<file path="src/rtl/fb_pkg.sv">
// Shared types and default geometry for the 12-bit frame buffer write path.
package fb_pkg;

    localparam int H_PIXELS  = 320;
    localparam int V_PIXELS  = 240;
    localparam int FB_PIXELS = H_PIXELS * V_PIXELS;
    localparam int FB_ADDR_W = 17;

    // Incoming 10-bit-per-channel pixel, R in the top bits.
    typedef struct packed {
        logic [9:0] r;
        logic [9:0] g;
        logic [9:0] b;
    } rgb101010_t;

    // Stored 4-bit-per-channel pixel, R in the top bits.
    typedef struct packed {
        logic [3:0] r;
        logic [3:0] g;
        logic [3:0] b;
    } rgb444_t;

    typedef enum logic [1:0] {
        IDLE    = 2'd0,
        WRITE   = 2'd1,
        DISCARD = 2'd2
    } fbw_state_e;

endpackage

</file>
<file path="src/rtl/rgb_quantizer.sv">
// Combinational RGB101010 -> RGB444 reduction by keeping the top four bits of
// each channel. The display side re-expands with {n, n, 2'b00}, so truncation
// is the exact inverse for every value that expansion can produce.
module rgb_quantizer
    import fb_pkg::*;
(
    input  logic [29:0] pix_in,
    output logic [11:0] pix_out
);

    rgb101010_t pix_wide;
    rgb444_t    pix_narrow;
    logic       unused_lsbs;

    assign pix_wide = rgb101010_t'(pix_in);

    // Keep the four most significant bits of every channel.
    always_comb begin
        pix_narrow.r = pix_wide.r[9:6];
        pix_narrow.g = pix_wide.g[9:6];
        pix_narrow.b = pix_wide.b[9:6];
    end

    assign pix_out     = pix_narrow;
    assign unused_lsbs = ^{pix_wide.r[5:0], pix_wide.g[5:0], pix_wide.b[5:0]};

endmodule

</file>
<file path="src/rtl/frame_buffer_writer.sv">
// Write side of the double-buffered 12-bit frame buffer. Frames are written
// into the back bank (~display_bank); the banks swap only when a frame of
// exactly H_PIXELS*V_PIXELS pixels ends with its end-of-frame marker.
module frame_buffer_writer #(
    parameter int H_PIXELS = fb_pkg::H_PIXELS,
    parameter int V_PIXELS = fb_pkg::V_PIXELS,
    parameter int ADDR_W   = fb_pkg::FB_ADDR_W
) (
    input  logic              clk,
    input  logic              reset_n,
    input  logic              enable,
    input  logic [29:0]       in_data,
    input  logic              in_valid,
    input  logic              in_sop,
    input  logic              in_eop,
    output logic              in_ready,
    output logic [ADDR_W:0]   wr_addr,
    output logic [11:0]       wr_data,
    output logic              wr_en,
    output logic              display_bank,
    output logic              frame_done,
    output logic              frame_error,
    output logic [15:0]       frame_count
);

    import fb_pkg::*;

    localparam int                N        = H_PIXELS * V_PIXELS;
    localparam logic [ADDR_W-1:0] LAST_IDX = ADDR_W'(N - 1);

    fbw_state_e        state_q, state_d;
    logic [ADDR_W-1:0] pix_idx_q, pix_idx_d;
    logic [11:0]       pix_q;
    logic              beat;
    logic              start;
    logic              good_end;
    logic              wr_en_d;
    logic [ADDR_W:0]   wr_addr_d;
    logic [11:0]       wr_data_d;
    logic              done_d;
    logic              error_d;
    logic              bank_d;
    logic [15:0]       count_d;

    rgb_quantizer u_quant (
        .pix_in  (in_data),
        .pix_out (pix_q)
    );

    assign beat = in_valid & in_ready;

    // Frame sequencing: decide the next state, the write to issue and the
    // frame-level status pulses for the beat presented this cycle.
    always_comb begin
        state_d   = state_q;
        pix_idx_d = pix_idx_q;
        wr_en_d   = 1'b0;
        wr_addr_d = wr_addr;
        wr_data_d = wr_data;
        done_d    = 1'b0;
        error_d   = 1'b0;
        bank_d    = display_bank;
        count_d   = frame_count;
        start     = 1'b0;
        good_end  = 1'b0;

        case (state_q)
            IDLE: begin
                start = beat & in_sop & enable;
            end
            WRITE: begin
                if (beat) begin
                    if (in_sop) begin
                        // A new frame overrides the open one.
                        start   = 1'b1;
                        error_d = 1'b1;
                    end else begin
                        wr_en_d   = 1'b1;
                        wr_addr_d = {~display_bank, pix_idx_q};
                        wr_data_d = pix_q;
                        if (in_eop) begin
                            state_d = IDLE;
                            if (pix_idx_q == LAST_IDX) good_end = 1'b1;
                            else                       error_d  = 1'b1;
                        end else if (pix_idx_q == LAST_IDX) begin
                            state_d = DISCARD;
                        end else begin
                            pix_idx_d = pix_idx_q + 1'b1;
                        end
                    end
                end
            end
            DISCARD: begin
                if (beat) begin
                    if (in_eop) begin
                        error_d = 1'b1;
                        state_d = IDLE;
                    end else if (in_sop) begin
                        start   = 1'b1;
                        error_d = 1'b1;
                    end
                end
            end
            default: begin
                state_d = IDLE;
            end
        endcase

        // Frame start: the first pixel always lands at index 0 of the back bank.
        if (start) begin
            wr_en_d   = 1'b1;
            wr_addr_d = {~display_bank, {ADDR_W{1'b0}}};
            wr_data_d = pix_q;
            if (in_eop) begin
                state_d = IDLE;
                if (N == 1) good_end = 1'b1;
                else        error_d  = 1'b1;
            end else if (N == 1) begin
                state_d   = DISCARD;
                pix_idx_d = '0;
            end else begin
                state_d   = WRITE;
                pix_idx_d = ADDR_W'(1);
            end
        end

        if (good_end) begin
            done_d  = 1'b1;
            bank_d  = ~display_bank;
            count_d = frame_count + 16'd1;
        end
    end

    // State, write port and status registers; the bank swap lands in the same
    // cycle as the write strobe of the final pixel.
    always_ff @(posedge clk or negedge reset_n) begin
        if (!reset_n) begin
            state_q      <= IDLE;
            pix_idx_q    <= '0;
            in_ready     <= 1'b0;
            wr_en        <= 1'b0;
            wr_addr      <= '0;
            wr_data      <= '0;
            display_bank <= 1'b0;
            frame_done   <= 1'b0;
            frame_error  <= 1'b0;
            frame_count  <= '0;
        end else begin
            state_q      <= state_d;
            pix_idx_q    <= pix_idx_d;
            in_ready     <= 1'b1;
            wr_en        <= wr_en_d;
            wr_addr      <= wr_addr_d;
            wr_data      <= wr_data_d;
            display_bank <= bank_d;
            frame_done   <= done_d;
            frame_error  <= error_d;
            frame_count  <= count_d;
        end
    end

endmodule
</file>
<file path="config.mk">
export PLATFORM = sky130hd
export DESIGN_NAME = frame_buffer_writer
export DESIGN_NICKNAME = d
export VERILOG_FILES = /design/src/rtl/fb_pkg.sv /design/src/rtl/rgb_quantizer.sv /design/src/rtl/frame_buffer_writer.sv
export SDC_FILE = /design/constraint.sdc
export NUM_CORES = 1
export LEC_CHECK = 0
export ABC_AREA = 1
export BUFFER_PORTS_ARGS = -buffer_cell sky130_fd_sc_hd__buf_2
export CAP_MARGIN = 30
export CELL_PAD_IN_SITES_DETAIL_PLACEMENT = 0
export CELL_PAD_IN_SITES_GLOBAL_PLACEMENT = 2
export CORE_MARGIN = 4
export CORE_UTILIZATION = 31
export CTS_CLUSTER_DIAMETER = 120
export DETAILED_ROUTE_END_ITERATION = 8
export HOLD_SLACK_MARGIN = 0.05
export PLACE_DENSITY_LB_ADDON = 0.1
export RECOVER_POWER = 100
export SLEW_MARGIN = 40
export SYNTH_ARGS = -nofsm -noshare
export SYNTH_HDL_FRONTEND = slang
export SYNTH_SLANG_ARGS = --single-unit
</file>
<file path="constraint.sdc">
create_clock -name clk -period 1.95 [get_ports clk]
set_input_delay 0.39 -clock clk [delete_from_list [all_inputs] [get_ports clk]]
set_output_delay 0.39 -clock clk [all_outputs]
set_load 0.03 [all_outputs]
</file>
**Yosys cells after proc, flatten, opt, wreduce, memory -nomap -nowiden**

Cells that the tools add are included.

- Add/subtract/negate cells: 2
- Eq/ne operators: 10
- Multiplexer cells: 48
- Bitwise gates (word level): 4
- Reduce and logical (&&, ||, !) cells: 5

Operators by type and width:

| operator | number |
|---|---|
| 17-bit two-way mux | 7 |
| 18-bit two-way mux | 4 |
| 12-bit two-way mux | 4 |
| 1-bit two-way mux | 23 |
| 17-bit by 1-bit adder with 17-bit output (second input constant) | 1 |
| 17-bit equality test (second input constant) | 1 |
| 16-bit by 1-bit adder with 16-bit output (second input constant) | 1 |
| 2-bit two-way mux | 7 |
| 3-bit != test (second input constant) | 4 |
| 2-bit one-hot mux with 3 select lines | 1 |
| 6-bit AND reduction | 1 |
| 4-bit != test (second input constant) | 1 |
| 2-bit nonzero test | 2 |
| 1-bit AND | 3 |
| 1-bit one-hot mux with 3 select lines | 1 |
| 3-bit AND reduction | 1 |
| 2-bit by 1-bit equality test with 1-bit output (second input constant) | 1 |
| 2-bit equality test (second input constant) | 1 |
| 2-bit logical NOT | 1 |
| 2-bit by 1-bit != test with 1-bit output (second input constant) | 1 |
| 2-bit != test (second input constant) | 1 |
| 1-bit one-hot mux with 2 select lines | 1 |
| 1-bit inverter | 1 |

- Flip-flop bits (word level): 70
- Bits of input ports: 36
- Output and inout bits: 51
- Logic and storage cells: 79

**Logic depth before layout (Yosys ltp)**

- Word-level depth: 8
- Depth in mapped cells: 11
- Mapped depth without buffers: 11

**By module**

From an unflattened synthesis, not the netlist that was laid out.

- Cells, all modules: 463
- Area, all modules: 3739.8 µm²

By module, submodules not included:

| module | times used | cells an instance | area each (µm²) | seq. area each (µm²) |
|---|---|---|---|---|
| frame_buffer_writer | 1 | 451 | 3649.8 | 1751.7 |
| rgb_quantizer | 1 | 12 | 90.1 | 0.0 |

**Least setup slack after synthesis**

Ideal clock, no wire load.

- Kind: register to register
- Start: reg state_q[1]
- End: reg wr_data[2]
- Library setup time: 125 ps
- Arrival: 1587 ps
- Data required time: 1825 ps
- Slack: 238 ps
- Stages on the path, launching flop included: 9
- Buffers on the path: 1
- Period minus slack after synthesis: 1712 ps
- Path through: dfrtp_1 inv_1 ha_1 inv_1 nand3_1 nand2_2 nand2_2 buf_6 mux2_4

- Cells in the longest elaborated chain, start to end: 4
- Elaborated cells between the ends (all ways): 9
- Those cells by class: eq/ne (3); mux (2); reduce/logical (4)

RTL lines:

| element | line | RTL |
|---|---|---|
| start: declaration | frame_buffer_writer.sv:31 | `fbw_state_e state_q, state_d;` |
| start signal: assignment | frame_buffer_writer.sv:149 | `state_q <= state_d;` |
| 2-bit equality test (tied with other cells) | frame_buffer_writer.sv:67 | `case (state_q)` |
| 1-bit one-hot mux with 3 select lines | frame_buffer_writer.sv:67 |  |
| 2-bit by 1-bit != test with 1-bit output (no line) / 2-bit nonzero test (equally long branches) | n/a |  |
| 3-bit AND reduction (no line) | n/a |  |
| end signal: assignment | frame_buffer_writer.sv:154 | `wr_data <= wr_data_d;` |
| end: declaration | frame_buffer_writer.sv:18 | `output logic [11:0] wr_data,` |

Several ways; a longest one is shown, not always the timed one.
A chain may end at the register's enable or synchronous reset.

**Worst setup path in the final report**

- Start: reg state_q[1]
- End: reg state_q[0]

- Cells in the longest elaborated chain, start to end: 4
- Elaborated cells between the ends (all ways): 13
- Those cells by class: eq/ne (8); mux (3); reduce/logical (2)

RTL lines:

| element | line |
|---|---|
| 2-bit equality test (tied with other cells) | frame_buffer_writer.sv:67 |
| 1-bit one-hot mux with 3 select lines | frame_buffer_writer.sv:67 |
| 4-bit != test (no line) (tied with other cells) | n/a |
| 6-bit AND reduction (no line) | n/a |

Several ways; a longest one is shown, not always the timed one.

==> results.toml <==
[detailed_routing]
via_per_inst = 4.67
drt_iter0_drc = 131
drc = 0
wl_um = 10100
dr.pass1.iters = 4
wl_per_cell_um = 14.4
routed-via-count = 3261
ant_nets = 0

[setup_path]
cp.arrival_ns = 2.00
cpPeakStageDelay_ns = 0.42
crit_fanout = 9
worst-path-buf-inv = 3
end_kind = "flop"
cpMaxStageDelayCell = "dfrtp_1"
cp_cell_sequence = "inv_2 -> ha_4 -> inv_1 -> nand3_1 -> nand2_2 -> buf_4 -> nand2_1 -> nand2_1 -> nor2_1 -> nand3_1 -> nand2_1 -> nand2_1"
cp_top_family = "simple AND/OR/NAND/NOR gates"
start_kind = "flop"
crit_path_frequent_cell = "nand2_1"
crit_type = "flop to flop"
required_ns = 2.17

[final_layout]
postLayoutCoreUtil_pct = 39.6
layout-drive-gt1-share_pct = 16.2
final_nets = 592
n_fill_cell = 1211
diodes = 0
syn2layout_area_growth_pct = 23.1

[yosys]
synthTopCellsByArea = "dfrtp_1 47%, nand2_1 11%, nand3_1 7.3%, inv_1 5.4%, nor2_1 4.8%"
ys_types = 33
syn-num-nets = 499
syn_area_per_cell_um2 = 8.14
synth_area_um2 = 3720
yosys_register_bits = 70
synth_largest_area_cell = "dfrtp_1"
synth_top_cell_area_share_pct = 47.1
seq_area_frac_synth_pct = 47.1
yosysWarningCount = 0
syn_inst = 457

[timing]
period_needed_ns = 1.78
rsz0062_at_grt = "no"
worst_slew_pin_slew_ns = 1.01
finalClockSkew_ns = 0.00767
final.setup.worst_slack_ns = 0.166
post-route-period-util_pct = 91.5
finalHoldViolations = 0
fin_hold_ws_ns = 0.258
setup_viol = 0
drv_slew = 0
maxSlewHeadroom_pct = 32.9
max_freq_mhz = 561

[grt]
gr-usage-all-layers_pct = 15.5
grt_pass1_vias = 3215
grt_max_degree = 71
antenna_found_initial = 0
grt_pass1_wl_um = 17100
grt-ovfl-total = 0

[die]
die_w_um = 118
initial_utilization_pct = 32.2
die_y_um = 118
die-area_um2 = 13800
core.rowCount = 39
io_pins = 87
core-area_um2 = 11600

[power]
report.power.total_mw = 5.15
power.density_nw_per_um2 = 1120
irDropWorstVdd_mv = 0.415
p_leak_nw = 2.17

[clocking]
numCtsBuffers = 9
clk-insertion-delay-late_ns = 0.34
hold_buffers = 0
clock_sinks = 70
clkTransAtPathRegs_ns = 0.06
cts_tree = "built"
root_buffer = "clkbuf_16"
cts_max_level = 3
cts_buffer_depth = 2

[min_path]
hold_path_class = "input port to flop"

[placed_design]
port-buffer-count = 68
dp_slack_ns = -0.00262
dpl.hpwl_um = 7550
place_congestion = 0.803

[flow_run]
maxCapViolCount = 0

[outcome]
status = "complete, no violations"
state kept, by name (all words and copies together), names as in the netlist:
| signal | cells |
|---|---|
| wr_addr | 18 |
| pix_idx_q | 17 |
| frame_count | 16 |
| wr_data | 12 |
| state_q | 2 |
| display_bank | 1 |
| frame_done | 1 |
| frame_error | 1 |
| in_ready | 1 |
| wr_en | 1 |
cell families (layout without fill, tap and decap cells):
logic type,count (synthesis),in the layout,share of synthesized area [%]
other,1,1,0.101
buffers and inverters,69,167,7.80
AO/OA/AOI/OAI,33,33,4.47
multiplexers,12,12,4.34
XOR/XNOR,6,6,1.41
AND/OR/NAND/NOR,260,260,32.8
adder cells (fa/ha/maj),6,6,2.02
flip-flops,70,70,47.1
through the flow:
stage,TNS [ns],area (um^2),instances
after floorplan,0,3720,457
after global placement,0,4370,681
after detailed placement,-0.00262,4370,681
after CTS,0,4650,697
after global routing,0,4580,698
final,0,4580,698
worst reg2reg max path, stage by stage (launching register included):
cell     delay (ns)
dfrtp_1        0.42
inv_2          0.10
ha_4           0.16
inv_1          0.10
nand3_1        0.14
nand2_2        0.10
buf_4          0.18
nand2_1        0.06
nand2_1        0.05
nor2_1         0.14
nand3_1        0.10
nand2_1        0.07
nand2_1        0.05
cell usage in the layout, fill, tap and decap left out, types with 2 or more instances in the layout:
cell | synthesis | routed
nand3b_1 | 3 | 3
ha_1 | 6 | 4
buf_4 | 0 | 18
o21ai_0 | 23 | 23
inv_1 | 54 | 53
nand4_1 | 15 | 15
dfrtp_1 | 70 | 69
nand3_4 | 2 | 2
nor3_1 | 9 | 9
mux2_2 | 5 | 5
clkbuf_1 | 3 | 52
nor3_4 | 2 | 3
nor2_1 | 48 | 47
inv_2 | 3 | 4
nor2_2 | 4 | 5
inv_6 | 0 | 3
nand2_1 | 113 | 112
buf_2 | 3 | 17
nand3_1 | 54 | 53
clkbuf_2 | 0 | 3
a21oi_1 | 8 | 8
nand2_2 | 6 | 6
clkbuf_16 | 0 | 9
clkinv_4 | 0 | 2
mux2_1 | 0 | 7
nor2_4 | 2 | 2
xor2_1 | 5 | 5
clkinv_2 | 1 | 3
path summary, 6_finish.rpt:
| check | from | end | slack [ns] | cells after the start |
|---|---|---|---|---|
| setup / recovery | state_q[1] | state_q[0] | 0.17 | 12 |
| hold / removal | in_data[9] | wr_data[3] | 0.26 | 2 |
| setup reg to reg | state_q[1] | state_q[0] | 0.17 | 12 |
| hold reg to reg | wr_data[4] | wr_data[4] | 0.49 | 1 |
| max in group asynchronous | reset_n | state_q[0] | 0.91 | 2 |
| min in group asynchronous | reset_n | wr_data[6] | 0.33 | 2 |
cells in the mapped netlist:
master,n
a21oi_1,8
buf_1,1
buf_2,3
buf_6,2
buf_8,1
clkbuf_1,3
clkinv_1,1
clkinv_2,1
conb_1,1
dfrtp_1,70
ha_1,6
inv_1,54
inv_2,3
mux2_2,5
mux2_4,7
nand2_1,113
nand2_2,6
nand3_1,54
nand3_4,2
nand3b_1,3
nand4_1,15
nor2_1,48
nor2_2,4
nor2_4,2
nor2_8,1
nor3_1,9
nor3_2,1
nor3_4,2
o21ai_0,23
o21ai_1,1
o22ai_1,1
xnor2_1,1
xor2_1,5
power breakdown:
group	internal, mW	total (mW)	leakage, nW	switching [mW]
Combinational	0.476	1.56	1.14	1.09
Sequential	1.78	2.03	0.888	0.248
Clock	0.873	1.55	0.141	0.679
Total	3.13	5.15	2.17	2.01
metal layers:
| layer | share of wire (%) | vias up | track usage, % |
|---|---|---|---|
| li1 | - | 1665 | - |
| met1 | 50 | 1511 | 21.0 |
| met2 | 45 | 69 | 24.2 |
| met3 | 3.5 | 16 | 3.27 |
| met4 | 1.8 | 0 | 6.01 |
| met5 | 0 | - | 0 |
layout make-up:
| type | count | area, um^2 | area share, % |
|---|---|---|---|
| clock buffer | 9 | 225 | 4.92 |
| timing repair buffer | 92 | 458 | 10.0 |
| tap | 143 | 179 | 3.91 |
| clock inverter | 7 | 53.8 | 1.17 |
| multi-input combinational | 318 | 1690 | 36.9 |
| sequential | 70 | 1750 | 38.3 |
| inverter | 59 | 223 | 4.86 |
what timing repair did:
action                                  4_1_cts  5_1_grt
gates resized for setup                       1        9
endpoints found under the setup margin        5        7
buffers inserted                              0        1
pin swaps                                     0        2
Note: power is estimated with default switching activity, not from simulation.
